**src/rtl/rst_seq.sv**
```systemverilog
// rst_seq: reset sequencer for the FPGA top.
// Qualifies PLL lock, then releases NCH active-low reset channels in order,
// staggered in time. Lock loss or a soft-reset request pulls every channel
// back low. Lock losses are counted in a saturating counter.
module rst_seq #(
    parameter int NCH         = 3,
    parameter int SYNC_STAGES = 2,
    parameter int LOCK_HOLD   = 16,
    parameter int STAGGER     = 8,
    parameter int SOFT_HOLD   = 4,
    parameter int CW          = 8
) (
    input  logic           clk,
    input  logic           rst_n,
    input  logic           locked,
    input  logic           soft_rst_req,
    output logic [NCH-1:0] rst_n_out,
    output logic           done,
    output logic [CW-1:0]  lock_drop_cnt
);

    // The shared counter must reach the largest terminal value without wrapping.
    localparam int MAX_HOLD_A = (LOCK_HOLD > STAGGER) ? LOCK_HOLD : STAGGER;
    localparam int MAX_HOLD   = (MAX_HOLD_A > SOFT_HOLD) ? MAX_HOLD_A : SOFT_HOLD;
    localparam int CNT_W      = $clog2(MAX_HOLD + 1);

    localparam logic [CNT_W-1:0] LOCK_LAST    = CNT_W'(LOCK_HOLD - 1);
    localparam logic [CNT_W-1:0] STAGGER_LAST = CNT_W'(STAGGER - 1);
    localparam logic [CNT_W-1:0] SOFT_LAST    = CNT_W'(SOFT_HOLD - 1);

    typedef enum logic [2:0] {
        ST_WAIT_LOCK = 3'd0,
        ST_STABLE    = 3'd1,
        ST_RELEASE   = 3'd2,
        ST_RUN       = 3'd3,
        ST_SOFT      = 3'd4
    } state_t;

    // Saturating increment for the lock-drop counter: holds at all-ones.
    function automatic logic [CW-1:0] sat_inc(input logic [CW-1:0] v);
        logic [CW-1:0] r;
        if (&v) begin
            r = v;
        end else begin
            r = v + CW'(1);
        end
        return r;
    endfunction

    // Synchroniser chains and the delayed soft_s used for edge detection
    logic [SYNC_STAGES-1:0] lock_sync_q, lock_sync_d;
    logic [SYNC_STAGES-1:0] soft_sync_q, soft_sync_d;
    logic                   soft_dly_q, soft_dly_d;

    logic lock_s;
    logic soft_s;
    logic soft_edge;

    // FSM state and registered outputs
    state_t           state_q, state_d;
    logic [CNT_W-1:0] cnt_q, cnt_d;
    logic [NCH-1:0]   rst_n_out_q, rst_n_out_d;
    logic             done_q, done_d;
    logic [CW-1:0]    drop_cnt_q, drop_cnt_d;

    // Thermometer pattern with one more channel released than now
    logic [NCH-1:0]   rel_next;

    assign lock_s    = lock_sync_q[SYNC_STAGES-1];
    assign soft_s    = soft_sync_q[SYNC_STAGES-1];
    assign soft_edge = soft_s & ~soft_dly_q;

    // Shift the raw asynchronous inputs into their synchroniser chains.
    always_comb begin
        lock_sync_d = {lock_sync_q[SYNC_STAGES-2:0], locked};
        soft_sync_d = {soft_sync_q[SYNC_STAGES-2:0], soft_rst_req};
        soft_dly_d  = soft_s;
    end

    // Synchroniser registers; cleared by the asynchronous reset.
    always_ff @(posedge clk or negedge rst_n) begin
        if (!rst_n) begin
            lock_sync_q <= '0;
            soft_sync_q <= '0;
            soft_dly_q  <= 1'b0;
        end else begin
            lock_sync_q <= lock_sync_d;
            soft_sync_q <= soft_sync_d;
            soft_dly_q  <= soft_dly_d;
        end
    end

    // Next release pattern: channels are released strictly in order 0..NCH-1,
    // so the released set is always a thermometer code; shift one more 1 in.
    always_comb begin
        rel_next    = '0;
        rel_next[0] = 1'b1;
        for (int i = 1; i < NCH; i++) begin
            rel_next[i] = rst_n_out_q[i-1];
        end
    end

    // Next-state and output logic; lock loss overrides everything else.
    always_comb begin
        state_d     = state_q;
        cnt_d       = cnt_q;
        rst_n_out_d = rst_n_out_q;
        done_d      = done_q;
        drop_cnt_d  = drop_cnt_q;

        if (state_q != ST_WAIT_LOCK && !lock_s) begin
            // Lock lost: re-assert everything and count the drop.
            state_d     = ST_WAIT_LOCK;
            cnt_d       = '0;
            rst_n_out_d = '0;
            done_d      = 1'b0;
            drop_cnt_d  = sat_inc(drop_cnt_q);
        end else begin
            case (state_q)
                ST_WAIT_LOCK: begin
                    rst_n_out_d = '0;
                    done_d      = 1'b0;
                    if (lock_s) begin
                        state_d = ST_STABLE;
                        cnt_d   = '0;
                    end
                end

                ST_STABLE: begin
                    if (cnt_q == LOCK_LAST) begin
                        // Lock held long enough: release channel 0.
                        rst_n_out_d = rel_next;
                        cnt_d       = '0;
                        if (&rel_next) begin
                            state_d = ST_RUN;
                            done_d  = 1'b1;
                        end else begin
                            state_d = ST_RELEASE;
                        end
                    end else begin
                        cnt_d = cnt_q + CNT_W'(1);
                    end
                end

                ST_RELEASE: begin
                    if (cnt_q == STAGGER_LAST) begin
                        rst_n_out_d = rel_next;
                        cnt_d       = '0;
                        if (&rel_next) begin
                            state_d = ST_RUN;
                            done_d  = 1'b1;
                        end
                    end else begin
                        cnt_d = cnt_q + CNT_W'(1);
                    end
                end

                ST_RUN: begin
                    // Soft requests are only honoured once fully running.
                    if (soft_edge) begin
                        state_d     = ST_SOFT;
                        rst_n_out_d = '0;
                        done_d      = 1'b0;
                        cnt_d       = '0;
                    end
                end

                ST_SOFT: begin
                    // After the hold, re-run the full lock qualification.
                    if (cnt_q == SOFT_LAST) begin
                        state_d = ST_STABLE;
                        cnt_d   = '0;
                    end else begin
                        cnt_d = cnt_q + CNT_W'(1);
                    end
                end

                default: begin
                    state_d     = ST_WAIT_LOCK;
                    cnt_d       = '0;
                    rst_n_out_d = '0;
                    done_d      = 1'b0;
                end
            endcase
        end
    end

    // FSM state, counter and output registers; all clear on rst_n.
    always_ff @(posedge clk or negedge rst_n) begin
        if (!rst_n) begin
            state_q     <= ST_WAIT_LOCK;
            cnt_q       <= '0;
            rst_n_out_q <= '0;
            done_q      <= 1'b0;
            drop_cnt_q  <= '0;
        end else begin
            state_q     <= state_d;
            cnt_q       <= cnt_d;
            rst_n_out_q <= rst_n_out_d;
            done_q      <= done_d;
            drop_cnt_q  <= drop_cnt_d;
        end
    end

    assign rst_n_out     = rst_n_out_q;
    assign done          = done_q;
    assign lock_drop_cnt = drop_cnt_q;

endmodule
```
**config.mk**
```make
export PLATFORM = sky130hd
export DESIGN_NAME = rst_seq
export DESIGN_NICKNAME = d
export VERILOG_FILES = /design/src/rtl/rst_seq.sv
export SDC_FILE = /design/constraint.sdc
export NUM_CORES = 1
export LEC_CHECK = 0
export ABC_AREA = 1
export CAP_MARGIN = 15
export CELL_PAD_IN_SITES_DETAIL_PLACEMENT = 1
export CELL_PAD_IN_SITES_GLOBAL_PLACEMENT = 1
export CORE_UTILIZATION = 43
export CTS_CLUSTER_DIAMETER = 50
export DETAILED_ROUTE_END_ITERATION = 12
export MAX_ROUTING_LAYER = met4
export PLACE_DENSITY = 0.85
export SLEW_MARGIN = 20
export SYNTH_ARGS = -nofsm -noshare
export SYNTH_HDL_FRONTEND = slang
export SYNTH_SLANG_ARGS = --single-unit
export TNS_END_PERCENT = 50
```
**constraint.sdc**
```tcl
create_clock -name clk -period 2.8 [get_ports clk]
set_input_delay 0.28 -clock clk [delete_from_list [all_inputs] [get_ports clk]]
set_output_delay 0.28 -clock clk [all_outputs]
set_load 0.005 [all_outputs]
```
==> flow_summary_export.csv, run 1 <==
group,metric,value,unit
run_status,outcome,"completed",
layout,final_cell_count_no_fill,259,
power_and_ir_drop,clkPwrFrac,0.127,
placed_design,portBuffers,15,
floorplanning,dieArea,3630,um2
logic_synthesis,ys_types,25,
detailed_routing,routed_wl,3460,um
logic_synthesis,post_synth_and_or_nand_nor_area_fraction,0.388,
sta,worstMarginPinSlew,0.338,ns
logic_synthesis,synth-edff-count,0,
sta,min_period,1.74,ns
cts,cts_tree,"done",
worst_setup_path,critPathMaxFanout,9,
logic_synthesis,synth_compound_area_frac,0.0446,
floorplanning,row_count,20,
logic_synthesis,yosysTopAreaCell,"dfrtp_1",
worst_setup_path,crit_chain,"ha_1 -> nand2_1 -> nor2_1 -> ha_1 -> inv_1 -> nand2_2 -> nor2_4 -> nor2_8 -> nand2_4 -> nand2_1 -> nand2_1",
power_and_ir_drop,internal-power,0.746,mW
sta,fmax,574,MHz
worst_setup_path,crit_path_end_kind,"flop",
power_and_ir_drop,power_leakage,0.887,nW
logic_synthesis,synthTopCellsByArea,"dfrtp_1 (43%), nand2_1 (19%), nand3_1 (7.9%)",
cts,cts_buffer_depth,2,
cts,cts_hold_buf,0,
detailed_routing,drtIter0Drc,63,
logic_synthesis,synth_mux_area_frac,0.00687,
grt,grt_max_degree,26,
power_and_ir_drop,ir_drop,371,uV
placed_design,place_congestion,0.879,
worst_setup_path,r2r_slack,1.06,ns
detailed_routing,viasPerCell,5.12,
sta,hold_ws,0.299,ns
logic_synthesis,async_reset_ff_frac,1.00,
floorplanning,chipHeight,60.2,um
logic_synthesis,syn_area,1460,um2
logic_synthesis,synth_top_family_by_area,"simple AND/OR/NAND/NOR gates",
worst_setup_path,crit_arrival,1.98,ns
sta,finalCritPeriodShare,0.622,
cts,clock_latency,0.33,ns
power_and_ir_drop,seq_power_share,0.390,
logic_synthesis,netlist.area_leader.share,0.429,
sta,finalSetupViolations,0,
worst_setup_path,setup.worst_path.class,"reg2reg",
power_and_ir_drop,combPwrFrac,0.483,
layout,synthToLayoutAreaGrowth,16.7,%
sta,tns,0,ns
logic_synthesis,synth_commonest_cells,"nand2_1 (72), dfrtp_1 (25), nand3_1 (23), inv_1 (22), nor2_1 (14)",
grt,antenna_found_initial,0,
worst_setup_path,cp-start-kind,"flop",
detailed_routing,drc,0,
placed_design,place_hpwl,2760,um
logic_synthesis,synth.most_common_cell,"nand2_1",
sta,clock_skew,0.00522,ns
logic_synthesis,synth-seq-area-share,0.429,
logic_synthesis,synth_cells,195,
sta,slew_headroom,0.774,
detailed_routing,first_pass_iters,4,
grt,grt_pass1_wl,6020,um
logic_synthesis,ys_ff_latch,25,
detailed_routing,routed-via-count,1325,
worst_setup_path,reg2reg_depth,11,
floorplanning,coreArea,3130,um2
cts,post_cts_buffers,0,
run,maxCapViolations,0,
worst_setup_path,rr_endpoint,"rst_n_out[1]",
cts,clockRootBuffer,"clkbuf_4",
worst_setup_path,crit_slowest_cell,"dfrtp_1",
power_and_ir_drop,p_total,1.36,mW
floorplanning,io_pins,16,
worst_setup_path,timing.rr.start,"cnt_q[0]",
hold_path,hp-class,"in2async",
floorplanning,start_util,0.466,
power_and_ir_drop,power_density,801,nW/um2
sta,rsz0062_at_grt,"false",
power_and_ir_drop,swShare,0.452,
cts,path_clk_slew,0.15,ns
layout,layout-drive-gt1-share,0.0930,
power_and_ir_drop,p_switching,0.616,mW
layout,final_nets,224,
floorplanning,chipWidth,60.2,um
logic_synthesis,synth_top_flop_cell,"dfrtp_1",
logic_synthesis,syn_nets,203,
worst_setup_path,cpPeakStageDelay,0.44,ns
detailed_routing,ant_nets,0,
logic_synthesis,syn_area_per_cell,7.48,um2
detailed_routing,wl_per_cell,13.3,um
worst_setup_path,critPathMostFrequentCell,"nand2_1",
worst_setup_path,worstPathRequired,3.04,ns
layout,utilization,0.544,
cts,cts.repair.resized,0,
layout,antenna_cells,0,
placed_design,dp.cells,255,
logic_synthesis,yosysWarningCount,0,
cts,cts_made_buffers,3,
grt,gr-total-overflow,0,
sta,hold_viol_final,0,
grt,grt_pass1_vias,1346,
cts,h-tree-depth,1,
worst_setup_path,path_delay_family,"simple AND/OR/NAND/NOR gates",
logic_synthesis,synthAdderAreaFrac,0.0343,
grt,grt_usage,0.232,
logic_synthesis,synth_xor_area_frac,0.0300,
worst_setup_path,crit_buf_inv,1,
sta,slew_viol_final,0,
cts,clock_sinks,25,
==> cells by family (layout without fill, tap and decap cells) <==
| family | count (synthesis) | in the layout |
|---|---|---|
| compound gates | 10 | 10 |
| xor+xnor | 5 | 5 |
| fa+ha+maj | 4 | 4 |
| buf+inv | 26 | 46 |
| flops | 25 | 25 |
| mux | 1 | 1 |
| simple gates | 124 | 124 |
==> metal layers <==
metal,share of wire,track usage,vias to the layer above
met2,0.51,0.386,22
met1,0.45,0.288,647
met4,0.0098,0.0831,0
li1,-,-,652
met5,0,-,-
met3,0.027,0.0281,4
==> placed cells by master, fill, tap and decap left out <==
master / netlist / layout
nor2_4: 1 / 1
nand2_1: 72 / 72
a21oi_2: 1 / 1
xor2_1: 2 / 2
nor3_2: 1 / 1
o21ai_0: 3 / 3
inv_1: 22 / 22
clkinvlp_4: 0 / 1
nor2_1: 14 / 14
mux2i_1: 1 / 1
ha_1: 4 / 4
a21oi_1: 2 / 2
o21ai_1: 3 / 3
clkinv_1: 1 / 1
nor2_8: 1 / 1
xnor2_1: 3 / 3
clkbuf_4: 0 / 3
clkdlybuf4s50_1: 0 / 15
nand2_4: 2 / 2
inv_2: 3 / 3
nand2_2: 2 / 2
nand3_1: 23 / 23
nor3_1: 1 / 1
nand3b_1: 2 / 2
nor2_2: 3 / 3
dfrtp_1: 25 / 25
buf_4: 0 / 1
a21oi_4: 1 / 1
nand4_1: 2 / 2
==> worst max path at each step <==
| stage | cells past startpoint | to | start |
|---|---|---|---|
| finish | 11 | rst_n_out[1] | cnt_q[0] |
| floorplan | 10 | done | cnt_q[0] |
| global route | 11 | rst_n_out[1] | cnt_q[0] |
| CTS | 11 | rst_n_out[1] | cnt_q[0] |
| global placement | 10 | state_q[2] | cnt_q[0] |
| detailed placement | 11 | rst_n_out[1] | cnt_q[0] |
==> worst register-to-register path, cell delays in order, from the launching register on <==
cell     delay (ns)
dfrtp_1        0.44
ha_1           0.21
nand2_1        0.08
nor2_1         0.15
ha_1           0.16
inv_1          0.07
nand2_2        0.10
nor2_4         0.05
nor2_8         0.16
nand2_4        0.09
nand2_1        0.08
nand2_1        0.06
==> state kept, by name, indices dropped and copies added, names as in the netlist <==
signal         cells
state_q            3
done               1
rst_n_out          3
cnt_q              5
lock_drop_cnt      8
soft_dly_q         1
lock_sync_q        2
soft_sync_q        2
==> layout make-up <==
cell class / instances / area, um2
clock buffer: 3 / 22.5
clock inverter: 1 / 7.51
fill: 409 / 1430
inverter: 26 / 97.6
multi-input combinational: 144 / 734
sequential: 25 / 626
tap: 44 / 55.1
timing repair buffer: 16 / 158
==> metrics by stage <==
stage / area [um2] / setup slack [ns]
6_report: 1700 / 1.06
5_1_grt: 1700 / 0.873
4_1_cts: 1700 / 1.06
3_5_place_dp: 1670 / 1.08
3_3_place_gp: 1670 / 1.20
2_1_floorplan: 1460 / 1.27
==> power groups by stage <==
stage	logic (mW)	clock network [mW]	registers (mW)
floorplan	0.432	0	0.521
global placement	0.629	0	0.527
detailed placement	0.663	0	0.536
CTS	0.666	0.177	0.531
global route	0.744	0.190	0.544
finish	0.658	0.173	0.531
Power figures use the tool's default switching activity.
==> inputs of run 2 (changes only) <==
--- a/config.mk
+++ b/config.mk
@@ -9,11 +9,11 @@
 export CAP_MARGIN = 15
 export CELL_PAD_IN_SITES_DETAIL_PLACEMENT = 1
 export CELL_PAD_IN_SITES_GLOBAL_PLACEMENT = 1
-export CORE_UTILIZATION = 43
+export CORE_UTILIZATION = 36
 export CTS_CLUSTER_DIAMETER = 50
 export DETAILED_ROUTE_END_ITERATION = 12
 export MAX_ROUTING_LAYER = met4
-export PLACE_DENSITY = 0.85
+export PLACE_DENSITY = 0.77
 export SLEW_MARGIN = 20
 export SYNTH_ARGS = -nofsm -noshare
 export SYNTH_HDL_FRONTEND = slang
==> constraint.sdc (replaced) <==
create_clock -name clk -period 1.45 [get_ports clk]
set_input_delay 0.145 -clock clk [delete_from_list [all_inputs] [get_ports clk]]
set_output_delay 0.145 -clock clk [all_outputs]
set_load 0.005 [all_outputs]
==> run 2 against run 1 <==
  * Routed wire length grew 18%
  * Global-route usage decreased by 2.2 points
  * The flow now finishes with violations (setup timing)
  * Clock power rose by 140%
  * Non-clock buffer count grew 20
  * Clock-buffer cell count is the same
  * Hold slack lost 0.062 ns
  * Final cell count up 9.7%
  * Largest cell class unchanged
  * Power grew 130%
  * Cell area rose by 17%
  * Sequential power increased by 85%
  * Sequential cell count is the same
==> flow_summary_export.csv, run 2 (same netlist as run 1, synthesis figures left out) <==
group,metric,value,unit
detailed_routing,drtIter0Drc,35,
cts,path_clk_slew,0.09,ns
sta,fmax,638,MHz
layout,mostFrequentLayoutCells,"nand2_1 (65), dfrtp_1 (25), inv_1 (20), buf_4 (20), nand3_1 (15)",
cts,cts_made_buffers,3,
sta,hold_viol_final,0,
worst_setup_path,critPathLaunch,"cnt_q[0]",
grt,gr-total-overflow,0,
power_and_ir_drop,ir_drop,799,uV
worst_setup_path,crit_arrival,1.73,ns
worst_setup_path,path_delay_family,"simple AND/OR/NAND/NOR gates",
grt,grt_usage,0.211,
detailed_routing,wl_per_cell,14.4,um
placed_design,placed_area,1770,um2
layout,layout-drive-gt1-share,0.271,
worst_setup_path,timing.rr.start,"cnt_q[0]",
cts,cts_tree,"done",
grt,grt_pass1_vias,1503,
power_and_ir_drop,power_density,1540,nW/um2
placed_design,place_congestion,0.878,
layout,final_cell_count_no_fill,284,
run_status,violations,"setup timing",
floorplanning,coreArea,3770,um2
power_and_ir_drop,power_leakage,1.03,nW
run_status,outcome,"finished, violations left",
sta,clock_skew,0.00333,ns
detailed_routing,routed-via-count,1415,
cts,clock_latency,0.26,ns
placed_design,dp_worst_setup_slack,-0.247,ns
floorplanning,io_pins,16,
cts,clockRootBuffer,"clkbuf_8",
worst_setup_path,crit_slowest_cell,"dfrtp_1",
worst_setup_path,setup.worst_path.class,"reg2reg",
floorplanning,dieArea,4310,um2
detailed_routing,routed_wl,4100,um
worst_setup_path,cp-start-kind,"flop",
layout,synthToLayoutAreaGrowth,37.0,%
layout,antenna_cells,0,
worst_setup_path,worstPathRequired,1.62,ns
sta,min_period,1.57,ns
layout,fill_cells,471,
grt,antenna_found_initial,0,
sta,slew_viol_final,0,
detailed_routing,first_pass_iters,4,
grt,grt_max_degree,26,
sta,finalSetupViolations,10,
sta,finalWorstSetupSlack,-0.118,ns
sta,slew_headroom,0.777,
worst_setup_path,critPathMaxFanout,4,
worst_setup_path,cpPeakStageDelay,0.39,ns
run,maxCapViolations,0,
layout,final_nets,245,
detailed_routing,drc,0,
floorplanning,start_util,0.387,
layout,final_area,2000,um2
detailed_routing,ant_nets,0,
layout,largest_reg_flops,8,
sta,worstMarginPinSlew,0.334,ns
worst_setup_path,crit_chain,"ha_2 -> nand2_2 -> nor2_4 -> ha_4 -> inv_4 -> nand2_4 -> nor2_4 -> nor2_4 -> nand3_1 -> nand2_1",
cts,cts_buffer_depth,2,
worst_setup_path,critPathMostFrequentCell,"nor2_4",
floorplanning,row_count,22,
floorplanning,chipWidth,65.6,um
sta,rsz0062_at_grt,"true",
placed_design,portBuffers,15,
sta,finalCritPeriodShare,1.08,
cts,h-tree-depth,1,
placed_design,place_hpwl,2950,um
grt,grt_pass1_wl,6790,um
worst_setup_path,crit_path_end_kind,"flop",
worst_setup_path,crit_buf_inv,1,
hold_path,hp-class,"in2async",
placed_design,dp.cells,271,
detailed_routing,viasPerCell,4.98,
floorplanning,chipHeight,65.6,um
layout,final_common_cell,"nand2_1",
cts,clock_sinks,25,
==> run 2: cell types whose count changed in the layout (fill, tap and decap cells not counted), sizes merged <==
cell           before  now
clkinv              1    2
nor2               19   20
dlymetal6s2s        0    1
buf                 1   21
clkinvlp            1    0
clkdlybuf4s50      15   14
==> run 2: path summary, 6_finish.rpt <==
kind,end,slack (ns),cells past startpoint
max,rst_n_out[1],-0.12,10
min,lock_drop_cnt[1],0.24,2
max reg2reg,rst_n_out[1],-0.12,10
min reg2reg,lock_sync_q[1],0.36,0
max in group asynchronous,rst_n_out[2],0.96,2
min in group clk,lock_sync_q[0],0.31,1
==> run 2: cell type report <==
type / instances / area, um2 / area share
Multi-Input combinational cell: 145 / 846 / 0.424
Sequential cell: 25 / 626 / 0.313
Timing Repair Buffer: 36 / 314 / 0.157
Inverter: 26 / 105 / 0.0526
Tap cell: 48 / 60.1 / 0.0301
Clock buffer: 3 / 41.3 / 0.0207
Clock inverter: 1 / 5.00 / 0.00251
==> run 2: stage by stage <==
| stage | utilization | hold WS, ns | total power, mW | TNS (ns) |
|---|---|---|---|---|
| after floorplan | - | -0.151 | 1.84 | -0.319 |
| after global placement | 0.469 | 0.338 | 2.38 | -0.470 |
| after detailed placement | 0.469 | 0.345 | 2.46 | -1.66 |
| after CTS | 0.509 | 0.246 | 2.98 | -0.706 |
| after global routing | 0.530 | 0.287 | 3.30 | -1.71 |
| final | 0.530 | 0.237 | 3.07 | -0.815 |
==> run 2: repair_timing <==
item,CTS,global route
hold buffers,0,0
buffers inserted,5,3
resized for setup,13,18
setup endpoints to repair,13,20
gates cloned,1,0
pin swaps,5,7
==> run 2: routing by layer <==
metal,global-route usage,routed length (um),part of all wire
met1,0.254,1820,0.45
met2,0.361,2120,0.52
met3,0.0226,93,0.023
met4,0.0761,53,0.013
met5,-,0,0
==> run 2: report_power, final <==
group / internal, mW / total [mW] / leakage, nW / switching [mW]
combinational: 0.707 / 1.67 / 0.678 / 0.966
clock: 0.192 / 0.414 / 0.0255 / 0.222
sequential: 0.844 / 0.983 / 0.326 / 0.139
total: 1.74 / 3.07 / 1.03 / 1.33
